--- src/rtl/nand_latch_seq.sv ---
// ONFI command/address latch sequencer.
// Issues cmd0, up to MAX_ADDR address bytes and an optional cmd1 with WE# timing.
module nand_latch_seq #(
  parameter int DATA_W   = 16,
  parameter int MAX_ADDR = 5,
  parameter int T_WP     = 3,
  parameter int T_WH     = 2,
  parameter int T_CLH    = 2,
  parameter int T_ALH    = 2
) (
  input  logic                  clk,
  input  logic                  rst,
  input  logic                  start,
  input  logic [7:0]            cmd0,
  input  logic [8*MAX_ADDR-1:0] addr,
  input  logic [3:0]            addr_cnt,
  input  logic                  cmd1_en,
  input  logic [7:0]            cmd1,
  output logic                  cle,
  output logic                  ale,
  output logic                  we_n,
  output logic [DATA_W-1:0]     dq_out,
  output logic                  dq_oe,
  output logic                  busy,
  output logic                  done,
  output logic                  err
);

  localparam int TWP  = (T_WP < 1) ? 1 : T_WP;
  localparam int TWH  = (T_WH < 1) ? 1 : T_WH;
  localparam int TWHC = (T_CLH > TWH) ? T_CLH : TWH;
  localparam int TWHA = (T_ALH > TWH) ? T_ALH : TWH;
  localparam int M1   = (TWP > TWHC) ? TWP : TWHC;
  localparam int MAXT = (M1 > TWHA) ? M1 : TWHA;
  localparam int CW   = (MAXT < 2) ? 1 : $clog2(MAXT);

  localparam logic [CW-1:0] LWP  = CW'(TWP - 1);
  localparam logic [CW-1:0] LWH  = CW'(TWH - 1);
  localparam logic [CW-1:0] LWHC = CW'(TWHC - 1);
  localparam logic [CW-1:0] LWHA = CW'(TWHA - 1);
  localparam logic [CW-1:0] LCLH = CW'((T_CLH > 0) ? T_CLH - 1 : 0);
  localparam logic [CW-1:0] LALH = CW'((T_ALH > 0) ? T_ALH - 1 : 0);
  localparam logic [CW-1:0] ONE  = CW'(1);
  localparam logic [3:0]    MAXA = 4'(MAX_ADDR);
  localparam bit            CLH0 = (T_CLH < 1);
  localparam bit            ALH0 = (T_ALH < 1);

  typedef enum logic [2:0] {
    IDLE, WP, WH, HOLD, DONE
  } state_e;

  state_e                state_q, state_d;
  logic [CW-1:0]         cnt_q, cnt_d;
  logic [3:0]            idx_q, idx_d;
  logic [7:0]            cmd0_q, cmd1_q;
  logic [8*MAX_ADDR-1:0] addr_q;
  logic [3:0]            acnt_q;
  logic                  c1en_q;
  logic                  cap;
  logic [3:0]            last_idx;
  logic                  cur_cmd, nxt_cmd, nb_cmd;
  logic [7:0]            nb_byte;

  logic                  cle_q, cle_d, ale_q, ale_d;
  logic                  wen_q, wen_d, oe_q, oe_d;
  logic                  busy_q, busy_d, done_q, done_d;
  logic                  err_q, err_d;
  logic [DATA_W-1:0]     dq_q, dq_d;

  assign last_idx = acnt_q + {3'b000, c1en_q};
  assign cur_cmd  = (idx_q == 4'd0) || (idx_q > acnt_q);
  assign nxt_cmd  = (idx_q + 4'd1) > acnt_q;
  assign nb_cmd   = (idx_d == 4'd0) || (idx_d > acnt_q);

  // Byte to drive for the phase being entered.
  always_comb begin
    nb_byte = cmd1_q;
    if (state_q == IDLE || idx_d == 4'd0) begin
      nb_byte = (state_q == IDLE) ? cmd0 : cmd0_q;
    end else begin
      for (int k = 0; k < MAX_ADDR; k++) begin
        if (4'(k + 1) == idx_d && idx_d <= acnt_q) nb_byte = addr_q[8*k +: 8];
      end
    end
  end

  // Phase sequencing: state, phase counter and byte index.
  always_comb begin
    state_d = state_q;
    cnt_d   = cnt_q;
    idx_d   = idx_q;
    cap     = 1'b0;
    err_d   = 1'b0;
    unique case (state_q)
      IDLE: begin
        if (start) begin
          if (addr_cnt > MAXA) begin
            err_d = 1'b1;
          end else begin
            cap     = 1'b1;
            state_d = WP;
            idx_d   = 4'd0;
            cnt_d   = LWP;
          end
        end
      end
      WP: begin
        if (cnt_q != '0) begin
          cnt_d = cnt_q - ONE;
        end else if (idx_q == last_idx) begin
          if (cur_cmd ? CLH0 : ALH0) begin
            state_d = DONE;
          end else begin
            state_d = HOLD;
            cnt_d   = cur_cmd ? LCLH : LALH;
          end
        end else begin
          state_d = WH;
          if (cur_cmd != nxt_cmd) cnt_d = cur_cmd ? LWHC : LWHA;
          else                    cnt_d = LWH;
        end
      end
      WH: begin
        if (cnt_q != '0) begin
          cnt_d = cnt_q - ONE;
        end else begin
          state_d = WP;
          idx_d   = idx_q + 4'd1;
          cnt_d   = LWP;
        end
      end
      HOLD: begin
        if (cnt_q != '0) cnt_d = cnt_q - ONE;
        else             state_d = DONE;
      end
      DONE:    state_d = IDLE;
      default: state_d = IDLE;
    endcase
  end

  // Bus outputs for the upcoming cycle, registered below.
  always_comb begin
    cle_d  = cle_q;
    ale_d  = ale_q;
    wen_d  = 1'b1;
    oe_d   = oe_q;
    dq_d   = dq_q;
    done_d = (state_d == DONE);
    busy_d = (state_d != IDLE);
    unique case (state_d)
      WP: begin
        wen_d      = 1'b0;
        oe_d       = 1'b1;
        cle_d      = nb_cmd;
        ale_d      = !nb_cmd;
        dq_d       = '0;
        dq_d[7:0]  = nb_byte;
      end
      WH, HOLD: wen_d = 1'b1;
      default: begin
        cle_d = 1'b0;
        ale_d = 1'b0;
        oe_d  = 1'b0;
        dq_d  = '0;
      end
    endcase
  end

  // State, counters and output registers.
  always_ff @(posedge clk or posedge rst) begin
    if (rst) begin
      state_q <= IDLE;
      cnt_q   <= '0;
      idx_q   <= '0;
      cle_q   <= 1'b0;
      ale_q   <= 1'b0;
      wen_q   <= 1'b1;
      oe_q    <= 1'b0;
      dq_q    <= '0;
      busy_q  <= 1'b0;
      done_q  <= 1'b0;
      err_q   <= 1'b0;
    end else begin
      state_q <= state_d;
      cnt_q   <= cnt_d;
      idx_q   <= idx_d;
      cle_q   <= cle_d;
      ale_q   <= ale_d;
      wen_q   <= wen_d;
      oe_q    <= oe_d;
      dq_q    <= dq_d;
      busy_q  <= busy_d;
      done_q  <= done_d;
      err_q   <= err_d;
    end
  end

  // Request fields captured on the accepted start.
  always_ff @(posedge clk or posedge rst) begin
    if (rst) begin
      cmd0_q <= '0;
      cmd1_q <= '0;
      addr_q <= '0;
      acnt_q <= '0;
      c1en_q <= 1'b0;
    end else if (cap) begin
      cmd0_q <= cmd0;
      cmd1_q <= cmd1;
      addr_q <= addr;
      acnt_q <= addr_cnt;
      c1en_q <= cmd1_en;
    end
  end

  assign cle    = cle_q;
  assign ale    = ale_q;
  assign we_n   = wen_q;
  assign dq_oe  = oe_q;
  assign dq_out = dq_q;
  assign busy   = busy_q;
  assign done   = done_q;
  assign err    = err_q;

endmodule

--- config.mk ---
export PLATFORM = sky130hd
export DESIGN_NAME = nand_latch_seq
export DESIGN_NICKNAME = d
export VERILOG_FILES = /design/src/rtl/nand_latch_seq.sv
export SDC_FILE = /design/constraint.sdc
export NUM_CORES = 1
export LEC_CHECK = 0
export ABC_AREA = 1
export CAP_MARGIN = 5
export CORE_MARGIN = 1.5
export CORE_UTILIZATION = 53
export CTS_BUF_LIST = sky130_fd_sc_hd__clkbuf_16
export DETAILED_ROUTE_END_ITERATION = 10
export GPL_ROUTABILITY_DRIVEN = 0
export HOLD_SLACK_MARGIN = 0.03
export PLACE_DENSITY = 0.81
export SYNTH_ARGS = -nofsm -noshare
export SYNTH_HDL_FRONTEND = slang
export SYNTH_SLANG_ARGS = --single-unit
--- constraint.sdc ---
create_clock -name clk -period 7.72 [get_ports clk]
set_input_delay 1.158 -clock clk [delete_from_list [all_inputs] [get_ports clk]]
set_output_delay 1.158 -clock clk [all_outputs]
set_load 0.05 [all_outputs]
==> results.toml, run 1 <==
[placed_design]
dp_hpwl_um = 7400
portBuffers = 78
dp.cells = 741
place_ws_ps = 2970
placed_area_um2 = 5250

[floorplan]
die_w_um = 94.8
die-area_um2 = 8990
num_rows = 33
core_um2 = 8180
initial_utilization_pct = 54.6
io_pins = 87
die_h_um = 94.8

[global_route]
track_usage_pct = 25.2
grt_pass1_wl_um = 17300
grt_pass1_vias = 3768
antenna_found_initial = 0
grt_max_degree = 86
grt_remaining_overflow = 0

[synthesis]
yosysWarnings = 0
avgSynthCellArea_um2 = 7.73
async_flop_share_pct = 100
synth_cell_types = 37
synth_edf_count = 0
synth.ff_latch_count = 85
synth_seq_area_share_pct = 47.7
synthesis.instances = 578
synth_flop_cell = "dfrtp_1"
syn_area_um2 = 4470

[detailed_routing]
routed_via_density = 5.08
detail-route-antenna-nets = 0
avgRoutedWirePerCell_um = 13.7
drtIter0Drc = 196
drt_wl_total_um = 10400
dr.pass1.iters = 4
num_vias = 3848
drc = 0

[sta]
rsz0062_at_grt = "false"
hold_slack_ps = 478
drv_slew = 0
setup_viol = 0
setup_tns_ps = 0
fmax_ghz = 0.226
hold_viol = 0
skew_ps = 9.08
slew_headroom_pct = 27.3
min_period_ps = 4430
layout_setup_ws_ps = 3290
tightest_slew_ps = 1090
fin_crit_sh_pct = 57.4

[clocking]
clock-sinks = 85
clk_latency_ps = 340
cts_buffers = 9
clockBufferDepth = 2
postCtsHoldBufs = 0
cts_resized = 0
post_cts_buffers = 0
cts_tree = "built"
clk_pin_slew_ps = 60
clock-root-buffer = "clkbuf_16"
ctsHtreeMaxLevel = 3

[worst_setup_path]
worst-path-max-fanout = 42
endpoint_kind = "register"
cp.required_ps = 7950
cp.arrival_ps = 4670
r2r_start = "state_q[2]"
start_kind = "primary input"
crit_start = "addr_cnt[2]"
crit_type = "in -> reg"

[layout]
fin_nets = 721
antenna_cells = 0
drive_above_1_share_pct = 7.06
final_cells = 757
fill_cells = 673
layout_common_cells = "233 x nand2_1, 84 x dfrtp_1, 78 x clkdlybuf4s50_1"
postLayoutCoreUtil_pct = 68.1
post-route-cell-area_um2 = 5570
layout_commonest_cell = "nand2_1"
syn_to_final_growth_pct = 24.6

[hold_path]
hp-start = "addr_q[15]"
hold_class = "reg -> reg"

[power]
powerDensity_nw_per_um2 = 408
power_mw = 2.27
power_leakage_nw = 2.78
vdd.ir_drop.worst_uv = 179

[job]
maxCapViolCount = 0

[run_status]
outcome = "complete, no violations"
-- flip-flops by register name (all words and copies together) (netlist names) --
name     cells
acnt_q       4
done         1
state_q      3
cnt_q        2
we_n         1
err          1
addr_q      40
cmd0_q       8
cmd1_q       8
dq_out       8
idx_q        4
c1en_q       1
dq_oe        1
cle          1
ale          1
busy         1
-- critical path, cell delays in order --
cell and delay [ps]:
clkdlybuf4s50_1 460, nand2_1 110, nand2_1 70, inv_1 180, nand3_4 410, nand3_4 280
inv_1 80, ha_1 300, inv_1 60, nor2_1 40, o21bai_1 120, nand2_1 120
nand2_1 150, nand2_1 100, nor2_4 210, nand2_1 230, inv_1 260, nand2_1 80
nand2_1 70, nand2_1 50, nand2_1 60, nand2_1 50
-- layout make-up --
class	count	area (um2)	area share, %
clock buffer	9	225	4.05
sequential	85	2130	38.2
timing repair buffer	79	788	14.2
tap	105	131	2.36
clock inverter	7	91.3	1.64
multi-input combinational	411	1970	35.4
inverter	61	230	4.14
-- metal layers --
layer	track usage (%)	wire (um)	share of wire (%)	up-vias
met1	32.2	4560	44	1781
met3	3.78	556	5.4	21
met5	0	0	0	-
met2	42.4	5010	48	126
met4	10.6	235	2.3	0
li1	-	-	-	1920
-- cells in the mapped netlist, types with 5 or more instances --
library cell,number,share of area (%)
nand2_1,233,20
dfrtp_1,84,47
inv_1,57,4.8
o21ai_0,33,3.7
nand3_1,28,3.1
nor2_1,26,2.2
a21oi_1,15,1.7
clkbuf_1,12,1.0
buf_4,11,1.8
ha_1,10,2.8
o21ai_1,7,0.78
or2_2,6,0.84
a31oi_1,5,0.70
nand2_2,5,0.70
-- worst paths after layout --
check / to / slack, ps / cells after the start
worst max-delay path: dq_out[3] / 3290 / 22
worst min-delay path: addr_q[15] / 480 / 2
worst max register to register: dq_out[3] / 4150 / 21
worst min register to register: addr_q[15] / 480 / 2
max in group asynchronous: addr_q[8] / 5540 / 3
min in group asynchronous: cmd0_q[4] / 1440 / 3
-- cell families after synthesis --
family                     after synthesis  share of synthesized area [%]
and+or+nand+nor                        318                           30.7
buffers and inverters                   89                           8.80
DFF                                     85                           47.7
AOI/OAI and AO/OA                       70                           9.02
adders and majority gates               10                           2.80
xor gates and xnor gates                 5                          0.981
other                                    1                         0.0840
-- report_power, final --
group          internal [mW]  switching, mW
Clock                  0.282          0.178
Combinational          0.371          0.684
Sequential             0.640          0.115
Total                   1.29          0.977
No activity file was read; power rests on OpenSTA's default activity.
==> run 2: changes to the inputs <==
--- a/config.mk
+++ b/config.mk
@@ -8,12 +8,12 @@
 export ABC_AREA = 1
 export CAP_MARGIN = 5
 export CORE_MARGIN = 1.5
-export CORE_UTILIZATION = 53
+export CORE_UTILIZATION = 52
 export CTS_BUF_LIST = sky130_fd_sc_hd__clkbuf_16
 export DETAILED_ROUTE_END_ITERATION = 10
 export GPL_ROUTABILITY_DRIVEN = 0
 export HOLD_SLACK_MARGIN = 0.03
-export PLACE_DENSITY = 0.81
+export PLACE_DENSITY = 0.8
 export SYNTH_ARGS = -nofsm -noshare
 export SYNTH_HDL_FRONTEND = slang
 export SYNTH_SLANG_ARGS = --single-unit
==> constraint.sdc (replaced) <==
create_clock -name clk -period 4.13 [get_ports clk]
set_input_delay 0.6195 -clock clk [delete_from_list [all_inputs] [get_ports clk]]
set_output_delay 0.6195 -clock clk [all_outputs]
set_load 0.05 [all_outputs]
==> run 2 against run 1 <==
Against the previous run: sequential cell count did not move; power rose by 81%; core utilization decreased by 0.92 points; clock-buffer cell count unchanged; first-iteration DRC count shrank 7.1%; sequential share of layout area up 0.14 points; critical path depth did not move; wire length down 0.44%; via count grew 0.91%.
==> results.toml, run 2 (synthesis gave the netlist of run 1 again) <==
[power]
powerDensity_nw_per_um2 = 741
power_leakage_nw = 2.77
power_mw = 4.11
vdd.ir_drop.worst_uv = 295

[detailed_routing]
routed-wl-met2_um = 4890
routed_via_density = 5.12
drtIter0Drc = 182
drt_wl_total_um = 10300
wl_met1_um = 4670
topRoutingLayerUsed = "met4"
detail-route-antenna-nets = 0
wl_met3_um = 580
dr.pass1.iters = 5
num_vias = 3883
drc = 0
avgRoutedWirePerCell_um = 13.6

[global_route]
grt_max_degree = 68
grt_pass1_wl_um = 17000
track_usage_pct = 24.2
grt_remaining_overflow = 0
antenna_found_initial = 0
grt_pass1_vias = 3664

[clocking]
cts_resized = 0
clock-root-buffer = "clkbuf_16"
clk_latency_ps = 340
ctsHtreeMaxLevel = 3
cts_buffers = 9
cts_tree = "built"
postCtsHoldBufs = 0
post_cts_buffers = 0
clockBufferDepth = 2
clock-sinks = 85
clk_pin_slew_ps = 60

[layout]
antenna_cells = 0
fin_nets = 723
final_cells = 759
layout_common_cells = "233 x nand2_1, 84 x dfrtp_1, 78 x clkdlybuf4s50_1"
syn_to_final_growth_pct = 24.2
postLayoutCoreUtil_pct = 67.2
drive_above_1_share_pct = 7.34
post-route-cell-area_um2 = 5550
largest_register = "addr_q"
layout_commonest_cell = "nand2_1"
largest_reg_flops = 40

[floorplan]
initial_utilization_pct = 54.1
die_w_um = 95.7
die-area_um2 = 9150
io_pins = 87
num_rows = 33
core_um2 = 8260
die_h_um = 95.7

[worst_setup_path]
r2r_cells = 21
crit_family = "simple AND/OR/NAND/NOR gates"
reg2reg_slack_ps = 730
cp.required_ps = 4360
critical_path.max_stage_delay_ps = 450
cp.arrival_ps = 3810
cpMostUsedCell = "nand2_1"
worst-path-max-fanout = 17
cpMaxStageDelayCell = "clkdlybuf4s50_1"
path_buf_inv = 5
cp_cell_sequence = "clkdlybuf4s50_1, nand2_1, nand2_1, inv_1, nand3_4, nand3_4, inv_1, ha_1, inv_1, nor2_1, o21bai_1, nand2_1, nand2_1, nand2_1, nor2_4, nand2_1, inv_1, nand2_1, nand2_1, nand2_1, nand2_1, nand2_1"
crit_type = "in -> reg"
start_kind = "primary input"
cp.depth = 22
endpoint_kind = "register"

[sta]
skew_ps = 7.89
drv_slew = 0
min_period_ps = 3580
setup_tns_ps = 0
setup_viol = 0
fmax_ghz = 0.279
rsz0062_at_grt = "false"
hold_viol = 0
tightest_slew_ps = 1120
slew_headroom_pct = 25.4
fin_crit_sh_pct = 86.7

[job]
maxCapViolCount = 0

[placed_design]
dp_hpwl_um = 7510
portBuffers = 78
placed_area_um2 = 5280
dp.cells = 743

[run_status]
outcome = "complete, no violations"

[hold_path]
min_path_cells = 2
hold_class = "reg -> reg"
[run 2: cell types whose count changed in the layout (fill, tap and decap cells not counted)]
cell / before / now
buf_12: 0 / 1
buf_4: 1 / 2
bufinv_16: 2 / 0
clkinv_2: 1 / 2
clkinvlp_4: 2 / 3
[run 2: worst paths after layout]
check | start | to
max | addr_cnt[2] | dq_out[3]
min reg2reg | addr_q[10] | addr_q[10]
max in group asynchronous | rst | dq_out[5]
max reg2reg | cnt_q[0] | dq_out[3]
min | addr_q[10] | addr_q[10]
min in group asynchronous | rst | cmd0_q[1]
[run 2: routing by layer]
metal	GRT usage, %	up-vias
met5	0	-
met4	9.07	0
met3	3.75	20
met2	38.6	135
met1	33.1	1800
li1	-	1928
[run 2: area by class of cell]
type | count | area, um2
tap | 105 | 131
inverter | 61 | 230
clock buffer | 9 | 225
timing repair buffer | 81 | 816
sequential | 85 | 2130
clock inverter | 7 | 43.8
multi-input combinational | 411 | 1970
fill | 696 | 2710
[run 2: per-stage QoR]
stage	worst slack (ps)	hold slack (ps)
3_5_place_dp	290	463
3_3_place_gp	354	459
4_1_cts	592	477
2_1_floorplan	1300	441
5_1_grt	209	499
6_report	547	481
[run 2: report_power, final]
group	internal, mW	switching [mW]	total (mW)
clock network	0.403	0.327	0.730
registers	1.20	0.218	1.42
logic	0.697	1.27	1.96
total	2.30	1.81	4.11
[run 2: tightest hold or removal path: stages, from the launching register on]
cell and delay (ps):
dfrtp_1 330, nand2_1 60, nand2_1 60
